==> src/rtl/mem_pkg.sv <==
// mem_pkg: shared encodings for the byte-serial memory controller.
package mem_pkg;

  typedef enum logic [1:0] {
    ST_IDLE  = 2'd0,
    ST_READ  = 2'd1,
    ST_WRITE = 2'd2,
    ST_DONE  = 2'd3
  } state_e;

  typedef enum logic [1:0] {
    SZ_BYTE  = 2'd0,
    SZ_HALF  = 2'd1,
    SZ_WORD  = 2'd2,
    SZ_WORD3 = 2'd3
  } size_e;

  localparam logic [2:0] IF_BYTES = 3'd4;

  // Encoding 3 is treated as a full word.
  function automatic logic [2:0] size_bytes(input size_e sz);
    case (sz)
      SZ_BYTE: return 3'd1;
      SZ_HALF: return 3'd2;
      default: return 3'd4;
    endcase
  endfunction

endpackage

==> src/rtl/mem_arb.sv <==
// mem_arb: two-way round-robin between fetch and LSB requesters.
module mem_arb (
  input  logic clk_i,
  input  logic rst_ni,
  input  logic en_i,
  input  logic req_if_i,
  input  logic req_lsb_i,
  output logic gnt_if_o,
  output logic gnt_lsb_o
);

  logic last_lsb_q;

  // A lone request always wins; on a tie the side not served last wins.
  always_comb begin
    gnt_if_o  = en_i && req_if_i  && (!req_lsb_i || last_lsb_q);
    gnt_lsb_o = en_i && req_lsb_i && (!req_if_i  || !last_lsb_q);
  end

  // Remember who was granted; LSB out of reset so fetch wins the first tie.
  always_ff @(posedge clk_i or negedge rst_ni) begin
    if (!rst_ni) begin
      last_lsb_q <= 1'b1;
    end else if (gnt_if_o) begin
      last_lsb_q <= 1'b0;
    end else if (gnt_lsb_o) begin
      last_lsb_q <= 1'b1;
    end
  end

endmodule

==> src/rtl/mem_ctrl.sv <==
// mem_ctrl: byte-serial RAM controller shared by instruction fetch and LSB.
//
// state    | meaning
// ---------+---------------------------------------------------------------
// ST_IDLE  | waiting for a request, arbiter active
// ST_READ  | presenting addresses, collecting bytes one cycle behind
// ST_WRITE | presenting address/data bytes, stalls on io_buffer_full
// ST_DONE  | one-cycle done pulse to the granted requester
module mem_ctrl
  import mem_pkg::*;
#(
  parameter int ADDR_W = 32
) (
  input  logic              clk_in,
  input  logic              rst_in,
  input  logic              rdy_in,
  input  logic              clear,
  input  logic              io_buffer_full,
  input  logic [7:0]        mem_din,
  output logic [7:0]        mem_dout,
  output logic [ADDR_W-1:0] mem_a,
  output logic              mem_wr,
  input  logic              if_req,
  input  logic [ADDR_W-1:0] if_addr,
  output logic              if_done,
  output logic [31:0]       if_data,
  input  logic              lsb_req,
  input  logic              lsb_wr,
  input  logic [1:0]        lsb_size,
  input  logic [ADDR_W-1:0] lsb_addr,
  input  logic [31:0]       lsb_wdata,
  output logic              lsb_done,
  output logic [31:0]       lsb_rdata
);

  localparam logic [ADDR_W-1:0] ADDR_ONE = {{(ADDR_W-1){1'b0}}, 1'b1};

  state_e            state_q;
  logic [2:0]        k_q;
  logic [2:0]        n_q;
  logic              src_lsb_q;
  logic [31:0]       wdata_q;
  logic [31:0]       rbuf_q;
  logic [31:0]       rbuf_merged;
  logic [7:0]        next_byte;
  logic [ADDR_W-1:0] mem_a_q;
  logic [7:0]        mem_dout_q;
  logic              wr_q;
  logic              if_done_q;
  logic              lsb_done_q;
  logic [31:0]       if_data_q;
  logic [31:0]       lsb_rdata_q;
  logic              arb_en;
  logic              gnt_if;
  logic              gnt_lsb;

  assign arb_en = rdy_in && (state_q == ST_IDLE);

  // A flush blocks a fresh fetch grant in the same cycle.
  mem_arb u_arb (
    .clk_i     (clk_in),
    .rst_ni    (rst_in),
    .en_i      (arb_en),
    .req_if_i  (if_req & ~clear),
    .req_lsb_i (lsb_req),
    .gnt_if_o  (gnt_if),
    .gnt_lsb_o (gnt_lsb)
  );

  // Byte arriving now belongs to the address presented one cycle earlier (k-1).
  always_comb begin
    rbuf_merged = rbuf_q;
    case (k_q)
      3'd1:    rbuf_merged[7:0]   = mem_din;
      3'd2:    rbuf_merged[15:8]  = mem_din;
      3'd3:    rbuf_merged[23:16] = mem_din;
      3'd4:    rbuf_merged[31:24] = mem_din;
      default: rbuf_merged        = rbuf_q;
    endcase
  end

  // Write byte for the following beat.
  always_comb begin
    case (k_q)
      3'd0:    next_byte = wdata_q[15:8];
      3'd1:    next_byte = wdata_q[23:16];
      3'd2:    next_byte = wdata_q[31:24];
      default: next_byte = wdata_q[7:0];
    endcase
  end

  // Main sequencer; everything freezes while rdy_in is low.
  always_ff @(posedge clk_in or negedge rst_in) begin
    if (!rst_in) begin
      state_q     <= ST_IDLE;
      k_q         <= '0;
      n_q         <= '0;
      src_lsb_q   <= 1'b0;
      wdata_q     <= '0;
      rbuf_q      <= '0;
      mem_a_q     <= '0;
      mem_dout_q  <= '0;
      wr_q        <= 1'b0;
      if_done_q   <= 1'b0;
      lsb_done_q  <= 1'b0;
      if_data_q   <= '0;
      lsb_rdata_q <= '0;
    end else if (rdy_in) begin
      case (state_q)
        ST_IDLE: begin
          if (gnt_if || gnt_lsb) begin
            k_q       <= '0;
            rbuf_q    <= '0;
            src_lsb_q <= gnt_lsb;
            wdata_q   <= lsb_wdata;
            mem_a_q   <= gnt_lsb ? lsb_addr : if_addr;
            n_q       <= gnt_lsb ? size_bytes(size_e'(lsb_size)) : IF_BYTES;
            if (gnt_lsb && lsb_wr) begin
              state_q    <= ST_WRITE;
              wr_q       <= 1'b1;
              mem_dout_q <= lsb_wdata[7:0];
            end else begin
              state_q <= ST_READ;
            end
          end
        end
        ST_READ: begin
          if (clear && !src_lsb_q) begin
            state_q <= ST_IDLE;
            k_q     <= '0;
          end else begin
            if (k_q != 3'd0) begin
              rbuf_q <= rbuf_merged;
            end
            if (k_q == n_q) begin
              state_q <= ST_DONE;
              k_q     <= '0;
              if (src_lsb_q) begin
                lsb_rdata_q <= rbuf_merged;
                lsb_done_q  <= 1'b1;
              end else begin
                if_data_q <= rbuf_merged;
                if_done_q <= 1'b1;
              end
            end else begin
              k_q <= k_q + 3'd1;
              if (k_q + 3'd1 < n_q) begin
                mem_a_q <= mem_a_q + ADDR_ONE;
              end
            end
          end
        end
        ST_WRITE: begin
          if (!io_buffer_full) begin
            if (k_q + 3'd1 == n_q) begin
              state_q    <= ST_DONE;
              wr_q       <= 1'b0;
              k_q        <= '0;
              lsb_done_q <= 1'b1;
            end else begin
              k_q        <= k_q + 3'd1;
              mem_a_q    <= mem_a_q + ADDR_ONE;
              mem_dout_q <= next_byte;
            end
          end
        end
        default: begin
          state_q    <= ST_IDLE;
          if_done_q  <= 1'b0;
          lsb_done_q <= 1'b0;
        end
      endcase
    end
  end

  // Back-pressure and rdy_in must suppress the strobe in the same cycle.
  assign mem_wr    = wr_q && rdy_in && !io_buffer_full;
  assign mem_a     = mem_a_q;
  assign mem_dout  = mem_dout_q;
  assign if_done   = if_done_q;
  assign lsb_done  = lsb_done_q;
  assign if_data   = if_data_q;
  assign lsb_rdata = lsb_rdata_q;

endmodule

==> config.mk <==
export PLATFORM = sky130hd
export DESIGN_NAME = mem_ctrl
export DESIGN_NICKNAME = d
export VERILOG_FILES = /design/src/rtl/mem_pkg.sv /design/src/rtl/mem_arb.sv /design/src/rtl/mem_ctrl.sv
export SDC_FILE = /design/constraint.sdc
export NUM_CORES = 1
export LEC_CHECK = 0
export ABC_CLOCK_PERIOD_IN_PS = 3810
export BUFFER_PORTS_ARGS = -buffer_cell sky130_fd_sc_hd__buf_2
export CORE_MARGIN = 5
export CORE_UTILIZATION = 54
export DETAILED_ROUTE_END_ITERATION = 16
export GPL_TIMING_DRIVEN = 0
export PLACE_DENSITY = 0.91
export REMOVE_ABC_BUFFERS = 1
export SYNTH_ARGS = -nofsm -noshare
export SYNTH_HDL_FRONTEND = slang
export SYNTH_SLANG_ARGS = --single-unit
==> constraint.sdc <==
create_clock -name clk_in -period 3.81 [get_ports clk_in]
set_clock_uncertainty 0.15 [all_clocks]
set_input_delay 0.5715 -clock clk_in [delete_from_list [all_inputs] [get_ports clk_in]]
set_output_delay 0.5715 -clock clk_in [all_outputs]
set_load 0.005 [all_outputs]
==> flow_metrics.env <==
export IMPL_p_leak_uw=0.00577
export IMPL_synth_area_leader_cell="dfrtp_1"
export IMPL_yosys_top_cells_area="dfrtp_1 (48%), nand2_1 (9.2%), mux2i_1 (5.3%), o21ai_0 (4.8%), mux2_2 (2.4%)"
export IMPL_route_detailed_drc=0
export IMPL_synth_cell_type_count=60
export IMPL_worst_slack_ns=0.333
export IMPL_numPortBuffers=220
export IMPL_clock_path_buffers=2
export IMPL_synth_top_area_share_pct=48.4
export IMPL_hold_viol=0
export IMPL_worstPathMaxFanout=20
export IMPL_ys_seq_area_share_pct=48.7
export IMPL_tightest_slew_ns=1.16
export IMPL_synthArstFlopShare_pct=100
export IMPL_path_class="reg2reg"
export IMPL_grt_overflow_total=0
export IMPL_n_fill_cell=1323
export IMPL_ir_drop_v=0.000458
export IMPL_initial_core_util_pct=54.3
export IMPL_fmax_mhz=288
export IMPL_period_share_pct=91.3
export IMPL_worstHoldStart="lsb_wdata[27]"
export IMPL_place_inst=1392
export IMPL_grt_max_degree=101
export IMPL_cts_buffers=17
export IMPL_grt_pass1_wl_um=40800
export IMPL_postSynthCellCount=1000
export IMPL_yosysWarnings=0
export IMPL_fp_row_count=48
export IMPL_dieArea_um2=19900
export IMPL_h_tree_depth=4
export IMPL_cts_sinks=181
export IMPL_fp_dieH_um=141
export IMPL_drt_pass1_iterations=9
export IMPL_synth_area_um2=9300
export IMPL_hp_class="in2reg"
export IMPL_synth_edf_count=0
export IMPL_p_per_area_nw_per_um2=814
export IMPL_wl_per_cell_um=17.4
export IMPL_via_count=8466
export IMPL_drv_cap=0
export IMPL_cts_root_buf="clkbuf_16"
export IMPL_ios=221
export IMPL_fin_cells=1427
export IMPL_syn_mean_instance_area_um2=9.30
export IMPL_drive_above_1_share_pct=26.1
export IMPL_startpoint="state_q[1]"
export IMPL_antenna_found_initial=0
export IMPL_place_area_um2=10600
export IMPL_dp_slack_ns=-0.0694
export IMPL_drtIter0Drc=857
export IMPL_worst_setup_path_end_kind="flip-flop"
export IMPL_min_period_ns=3.48
export IMPL_synth_seq_cells=181
export IMPL_grt_pass1_vias=8225
export IMPL_finalSetupViolCount=0
export IMPL_final_util_pct=65.7
export IMPL_synth_ff_type="dfrtp_1"
export IMPL_grt_use_total_pct=24.8
export IMPL_via_per_inst=5.93
export IMPL_start_kind="flip-flop"
export IMPL_layout_common_cells="nand2_1 (226), buf_2 (219), dfrtp_1 (180)"
export IMPL_rsz0062_at_grt="no"
export IMPL_final_max_slew_violation_count=0
export IMPL_clkSlewWorstSetupHoldPaths_ns=0.07
export IMPL_relSlewSlack_pct=22.0
export IMPL_status="complete, no violations"
export IMPL_clk_latency_ns=0.43
export IMPL_cts_setup_buffers=0
export IMPL_drt_total_wl_um=24900
export IMPL_fin_area_um2=11200
export IMPL_dp_hpwl_um=16800
export IMPL_place_gp_congestion=0.874
export IMPL_mostFrequentLayoutCell="nand2_1"
export IMPL_antenna_left=0
export IMPL_fin_nets=1315
export IMPL_core_um2=17100
export IMPL_cts_tree="built"
export IMPL_die_w_um=141
export IMPL_r2r_start="state_q[1]"
export IMPL_areaGrowthSynthToFinish_pct=20.9
export IMPL_required_ns=3.95
export IMPL_worstPathArrival_ns=3.62
==> power by group <==
group          switching [uW]  internal (uW)  total (uW)
Combinational            2200           1660        3860
Clock                     778           1040        1820
Sequential                680           2780        3460
==> through the flow <==
stage | hold slack (ns) | power, uW | TNS, ns
floorplan | 0.126 | 5770 | -21.00
global placement | 0.305 | 6980 | -332.66
detailed placement | 0.312 | 7260 | -0.419
CTS | 0.166 | 9140 | 0
global route | 0.174 | 9810 | 0
finish | 0.183 | 9150 | 0
==> layout make-up <==
cell class	instances	area [um^2]	area share, %
diodes	2	5.00	0.0445
multi-input cells	724	4380	39.0
inverters	27	101	0.902
well taps	225	282	2.50
clock buffers	19	433	3.85
flip-flops and latches	181	4530	40.3
clock inverters	13	176	1.57
repair buffers	236	1330	11.9
==> synthesized netlist by cell type, types with 5 or more instances <==
library cell	instances
a21o_1	6
a21oi_1	30
a221oi_1	17
a222oi_1	8
a22o_1	8
a31o_2	5
and3_1	9
and4_1	8
buf_2	9
clkbuf_1	52
dfrtp_1	180
ha_1	14
inv_1	26
mux2_2	20
mux2i_1	49
nand2_1	227
nand2b_1	8
nand3_1	44
nand4_1	17
nor2_1	48
nor2b_1	5
nor3_1	9
o21a_1	9
o21ai_0	90
o22ai_1	15
o311ai_0	24
==> per-layer routing <==
metal	track usage [%]	share of wire, %
met1	33.2	41
met2	39.6	48
met3	6.07	8.9
met4	8.87	2.5
met5	0	0
==> worst max-delay path, stage by stage (launching register included) <==
cell	delay [ns]
dfrtp_1	0.44
inv_1	0.12
ha_2	0.25
nand2_1	0.14
a21oi_2	0.77
o211ai_1	0.19
buf_4	0.23
buf_4	0.20
buf_6	0.15
buf_6	0.15
buf_4	0.18
o311ai_0	0.35
==> path summary, 6_finish.rpt <==
check / end / slack (ns) / cells after the start
max: rbuf_q[29] / 0.33 / 11
min: wdata_q[27] / 0.18 / 3
max reg2reg: rbuf_q[29] / 0.33 / 11
max in group asynchronous: lsb_done / 2.01 / 3
min in group asynchronous: if_data[28] / 0.58 / 2
min reg2reg: if_data[13] / 0.33 / 2
==> sequential cells by signal, indices dropped and copies added (netlist names) <==
signal	count
u_arb.last_lsb_q	1
state_q	2
wr_q	1
wdata_q	32
mem_dout	8
mem_a	32
if_done	1
lsb_done	1
src_lsb_q	1
k_q	3
rbuf_q	32
if_data	32
lsb_rdata	32
n_q	3
==> cells by family (layout without fill, tap and decap cells) <==
logic type,count (synthesis),after routing,share of synthesized area [%]
compound gates,242,242,17.9
xor+xnor,2,2,0.188
fa+ha+maj,14,14,1.88
buf+inv,95,295,4.36
flops,181,181,48.7
mux,69,69,7.70
other cells,0,2,0
simple gates,397,397,19.3
==> repair_timing <==
action,in CTS,in global routing
hold buffers,1,0
endpoints found under the hold margin,43,0
gates cloned,0,0
setup endpoints to repair,17,11
resized for setup,1,1
Note: power is estimated with default switching activity, not from simulation.
